===== src/rtl/tw_vgg_argmax.sv =====
// Argmax back-end for the ternary VGG classifier: serially scans one frame of
// signed class scores and queues {class, score, frame id} in a show-ahead FIFO.
module tw_vgg_argmax #(
  parameter  int BW         = 16,
  parameter  int NO_CLASSES = 24,
  parameter  int FIFO_DEPTH = 4,
  parameter  int FID_BW     = 16,
  localparam int CLS_BW     = $clog2(NO_CLASSES)
) (
  input  logic                             clk,
  input  logic                             rst,
  input  logic                             vld_in,
  input  logic [NO_CLASSES-1:0][BW-1:0]    data_in,
  output logic                             busy,
  output logic                             vld_out,
  input  logic                             rdy_in,
  output logic [CLS_BW-1:0]                class_out,
  output logic [BW-1:0]                    score_out,
  output logic [FID_BW-1:0]                fid_out,
  output logic                             overflow
);

  localparam int AW    = (FIFO_DEPTH > 1) ? $clog2(FIFO_DEPTH) : 1;
  localparam int REC_W = CLS_BW + BW + FID_BW;
  localparam logic [CLS_BW-1:0] LAST = CLS_BW'(NO_CLASSES - 1);

  typedef enum logic [1:0] {S_IDLE, S_SCAN, S_PUSH} state_t;

  state_t                          r_state;
  state_t                          w_next;
  logic [NO_CLASSES-1:0][BW-1:0]   r_data;
  logic signed [BW-1:0]            r_best;
  logic signed [BW-1:0]            w_cur;
  logic [CLS_BW-1:0]               r_idx;
  logic [CLS_BW-1:0]               r_ptr;
  logic [FID_BW-1:0]               r_tag;
  logic [FID_BW-1:0]               r_fid;
  logic                            r_overflow;

  logic [REC_W-1:0]                r_mem [FIFO_DEPTH];
  logic [REC_W-1:0]                r_last;
  logic [REC_W-1:0]                w_head;
  logic [AW-1:0]                   r_wptr;
  logic [AW-1:0]                   r_rptr;
  logic [AW:0]                     r_count;
  logic                            w_empty;
  logic                            w_full;
  logic                            w_pop;
  logic                            w_push;

  assign w_cur   = $signed(r_data[r_ptr]);
  assign w_empty = (r_count == '0);
  assign w_full  = (r_count == (AW+1)'(FIFO_DEPTH));
  assign w_pop   = !w_empty && rdy_in;
  assign w_push  = (r_state == S_PUSH) && (!w_full || w_pop);

  always_ff @(posedge clk or posedge rst) begin
    if (rst) r_state <= S_IDLE;
    else     r_state <= w_next;
  end

  always_comb begin
    w_next = r_state;
    case (r_state)
      S_IDLE:  if (vld_in) w_next = S_SCAN;
      S_SCAN:  if (r_ptr == LAST) w_next = S_PUSH;
      S_PUSH:  w_next = S_IDLE;
      default: w_next = S_IDLE;
    endcase
  end

  // Frame capture and serial compare; strict '>' keeps the lowest index on ties.
  always_ff @(posedge clk or posedge rst) begin
    if (rst) begin
      r_data     <= '0;
      r_best     <= '0;
      r_idx      <= '0;
      r_ptr      <= '0;
      r_tag      <= '0;
      r_fid      <= '0;
      r_overflow <= 1'b0;
    end else begin
      if (vld_in) r_fid <= r_fid + FID_BW'(1);
      if ((vld_in && r_state != S_IDLE) || (r_state == S_PUSH && !w_push))
        r_overflow <= 1'b1;
      case (r_state)
        S_IDLE: if (vld_in) begin
          r_data <= data_in;
          r_best <= $signed(data_in[0]);
          r_idx  <= '0;
          r_ptr  <= CLS_BW'(1);
          r_tag  <= r_fid;
        end
        S_SCAN: begin
          if (w_cur > r_best) begin
            r_best <= w_cur;
            r_idx  <= r_ptr;
          end
          r_ptr <= r_ptr + CLS_BW'(1);
        end
        default: ;
      endcase
    end
  end

  always_ff @(posedge clk) begin
    if (w_push) r_mem[r_wptr] <= {r_idx, r_best, r_tag};
  end

  // r_last keeps the most recently popped record visible while the FIFO is empty.
  always_ff @(posedge clk or posedge rst) begin
    if (rst) begin
      r_wptr  <= '0;
      r_rptr  <= '0;
      r_count <= '0;
      r_last  <= '0;
    end else begin
      if (w_push) r_wptr <= r_wptr + AW'(1);
      if (w_pop) begin
        r_rptr <= r_rptr + AW'(1);
        r_last <= r_mem[r_rptr];
      end
      if (w_push && !w_pop)      r_count <= r_count + (AW+1)'(1);
      else if (!w_push && w_pop) r_count <= r_count - (AW+1)'(1);
    end
  end

  assign w_head    = w_empty ? r_last : r_mem[r_rptr];
  assign class_out = w_head[REC_W-1 -: CLS_BW];
  assign score_out = w_head[FID_BW +: BW];
  assign fid_out   = w_head[FID_BW-1:0];
  assign vld_out   = !w_empty;
  assign busy      = (r_state != S_IDLE);
  assign overflow  = r_overflow;

endmodule


===== config.mk =====
export PLATFORM = sky130hd
export DESIGN_NAME = tw_vgg_argmax
export DESIGN_NICKNAME = d
export VERILOG_FILES = /design/src/rtl/tw_vgg_argmax.sv
export SDC_FILE = /design/constraint.sdc
export NUM_CORES = 2
export LEC_CHECK = 0
export BUFFER_PORTS_ARGS = -buffer_cell sky130_fd_sc_hd__buf_2
export CAP_MARGIN = 10
export CORE_MARGIN = 5
export CORE_UTILIZATION = 57
export DETAILED_ROUTE_END_ITERATION = 7
export HOLD_SLACK_MARGIN = 0.02
export PLACE_DENSITY_LB_ADDON = 0.05
export RECOVER_POWER = 25
export SETUP_SLACK_MARGIN = 0.5
export SLEW_MARGIN = 20
export SYNTH_ARGS = -nofsm -noshare
export SYNTH_HDL_FRONTEND = slang
export SYNTH_SLANG_ARGS = --single-unit

===== constraint.sdc =====
create_clock -name clk -period 15.39 [get_ports clk]
set_input_delay 0 -clock clk [delete_from_list [all_inputs] [get_ports clk]]
set_output_delay 0 -clock clk [all_outputs]
set_load 0.01 [all_outputs]

==> flow_summary.json <==
{
  "status": "finished, violations left",
  "violations": "capacitance limit, slew limit",
  "first_iter_violations": 2269,
  "synth_top_family_by_area": "simple AND/OR/NAND/NOR gates",
  "antenna_left": 0,
  "avgSynthCellArea_um2": 10.6,
  "netlist_area_mm2": 0.0281,
  "grt_pass1_wl_um": 143000,
  "wirelength_um": 93300,
  "finalNonFillerCells": 4114,
  "fill_cells": 3194,
  "vias_per_cell": 5.70,
  "yosys_most_used_dff": "dfrtp_1",
  "area_delta_synth_final_pct": 30.5,
  "vias": 23400,
  "overflow": 0,
  "ys_types": 50,
  "critPathRequiredTime_ns": 15.85,
  "nets": 3801,
  "end_kind": "async pin",
  "drt_pass1_iterations": 6,
  "hpwl_um": 60000,
  "maxSlewViolCount": 240,
  "finClkSkew_ns": 0.0187,
  "finalPower_mw": 7.35,
  "syn_nets": 3047,
  "antenna_found_initial": 10,
  "grt_max_degree": 246,
  "synth-xor-area-share": 0.00687,
  "maxCapViolCount": 3,
  "synth-simple-area-share": 0.185,
  "layout_common_cells": "nand2_1, dfrtp_1, buf_2, dlygate4sd3_1, edfxtp_1",
  "synthTopCellsByArea": "dfrtp_1, nand2_1, edfxtp_1",
  "postSynth.asyncResetShare": 0.768,
  "path_common_cell": "clkbuf_1",
  "start_kind": "input port",
  "rsz0062_at_grt": "no",
  "synth_edf_count": 148,
  "postCtsResizedCells": 0,
  "crit_fanout": 123,
  "worst_path_largest_cell_delay_ns": 3.13,
  "critPathSlowestCell": "clkinvlp_2",
  "arrival_ns": 8.13,
  "ys_ff_latch": 637,
  "timing.final.crit_period_ns": 7.67,
  "synth_compound_area_frac": 0.0366,
  "multi_input_area_mm2": 0.0106,
  "cts_max_level": 3,
  "tns_ns": 0,
  "worstHoldPathType": "input port to register",
  "ys_seq_area_frac": 0.595,
  "drcViolationCount": 0,
  "finalHoldViolCount": 0,
  "routedWlPerCell_um": 22.7,
  "core_area_mm2": 0.0488,
  "die_area_mm2": 0.0538,
  "drive_gt1_frac": 0.207,
  "tightestPinTransition_ns": 5.68,
  "dieWidth_um": 232,
  "start_util": 0.574,
  "first_global_vias": 24300,
  "yosys_warnings": 0,
  "clock_latency_ns": 0.59,
  "cts_hold_buf": 387,
  "setup_violations": 0,
  "leakagePower_nw": 17.8,
  "numCtsBuffers": 67,
  "io_pins": 428,
  "dp_cells": 3597,
  "final_common_cell": "nand2_1",
  "ir_drop_uv": 150,
  "regArea_mm2": 0.0167,
  "critPathKind": "input port to async pin",
  "utilization": 0.749,
  "io_buffers": 427,
  "path_clk_slew_ns": 0.06,
  "cts_tree": "done",
  "place.gp.congestion": 0.940,
  "synth_fa_ha_area_frac": 0.0110,
  "yosys.area.top_type": "dfrtp_1",
  "track_usage": 0.347,
  "num_rows": 81,
  "clockBufferDepth": 3,
  "netlist_instances": 2635,
  "path_cells": "dlygate4sd3_1 > clkbuf_1 > clkinvlp_2 > clkbuf_1 > buf_4",
  "slew_headroom": -2.81,
  "fin_crit_sh": 0.498,
  "fp.dieH_um": 232,
  "synthMuxAreaShare": 0.138,
  "cts_root_buffer": "clkbuf_16",
  "power_density_mw_per_mm2": 201,
  "postCtsSetupRepairBufs": 0,
  "max_freq_mhz": 130,
  "clock_sinks": 637,
  "synth_top_area_frac": 0.436
}
## cell type report
cell class	count	share of cell area
Sequential cell	637	0.456
Multi-Input combinational cell	1816	0.290
Timing Repair Buffer	842	0.170
Clock buffer	96	0.0532
Tap cell	664	0.0227
Clock inverter	22	0.00519
Inverter	25	0.00260
Antenna cell	12	0.000820
## routing by layer
layer / track usage / vias to the layer above / wire length (um)
met4: 0.166 / 2 / 5010
met1: 0.459 / 11500 / 36000
met5: 0 / - / 11
met3: 0.0597 / 314 / 6870
met2: 0.564 / 1280 / 45400
li1: - / 10300 / -
## flip-flops by register name, indices dropped and copies added (netlist names)
name and cells:
r_idx 5, r_data 384, r_best 16, r_state 2, r_ptr 5, overflow 1, r_last 37, r_fid 16
r_tag 16, r_count 3, r_wptr 2, r_rptr 2, r_mem 148
## where the power goes
group,internal (mW),switching [mW]
clock network,0.930,0.650
registers,2.37,0.487
logic,1.30,1.62
## cell usage after synthesis (2+ instances only)
master,n
buf_4,9
o21ai_1,11
mux2_2,68
inv_1,24
clkbuf_1,105
nand2b_1,3
buf_1,18
a31oi_1,13
a22oi_1,4
and2_1,9
xor2_1,6
edfxtp_1,148
mux4_2,74
dfrtp_1,489
ha_1,23
mux2_4,16
a221oi_1,18
a2111oi_0,14
o21ai_0,12
a21o_1,2
mux2_1,9
nor2_1,39
a22o_1,14
nand2_1,1235
mux2i_1,110
nand4_1,6
xnor2_1,16
buf_2,17
a211oi_1,15
buf_6,7
nor2b_1,17
a21oi_1,49
nand3_1,15
nor3_1,2
and4_1,3
## kinds of logic (layout without fill, tap and decap cells)
kind of cell,after synthesis,count (layout)
xor gates and xnor gates,22,22
muxes,277,277
adders and majority gates,24,24
other,0,12
AOI/OAI and AO/OA,155,155
DFF,637,637
and+or+nand+nor,1338,1338
buffers and inverters,182,985
## stage by stage
stage          area [um2]  hold slack, ns  worst slack [ns]
3_3_place_gp        30600           0.191              10.0
6_report            36600           0.149              7.72
5_1_grt             36600           0.154              6.14
2_1_floorplan       28100           0.105              1.74
3_5_place_dp        30600           0.191              9.91
4_1_cts             36600           0.108              9.88
## worst max-delay path, delay by kind of cell
| kind | cells | cell delay [ns] |
|---|---|---|
| buffers and inverters | 5 | 7.97 |
## path summary, 6_finish.rpt
kind	start	to	slack (ns)	cells past startpoint
max	rst	r_ptr[0]	7.72	5
min	data_in[374]	r_data[374]	0.15	4
max reg2reg	r_ptr[0]	r_best[14]	9.86	14
min reg2reg	r_data[99]	r_data[99]	0.46	2
max in group clk	r_ptr[0]	r_best[14]	9.86	14
min in group asynchronous	rst	r_last[5]	1.72	3
(Power assumes the default switching activity.)
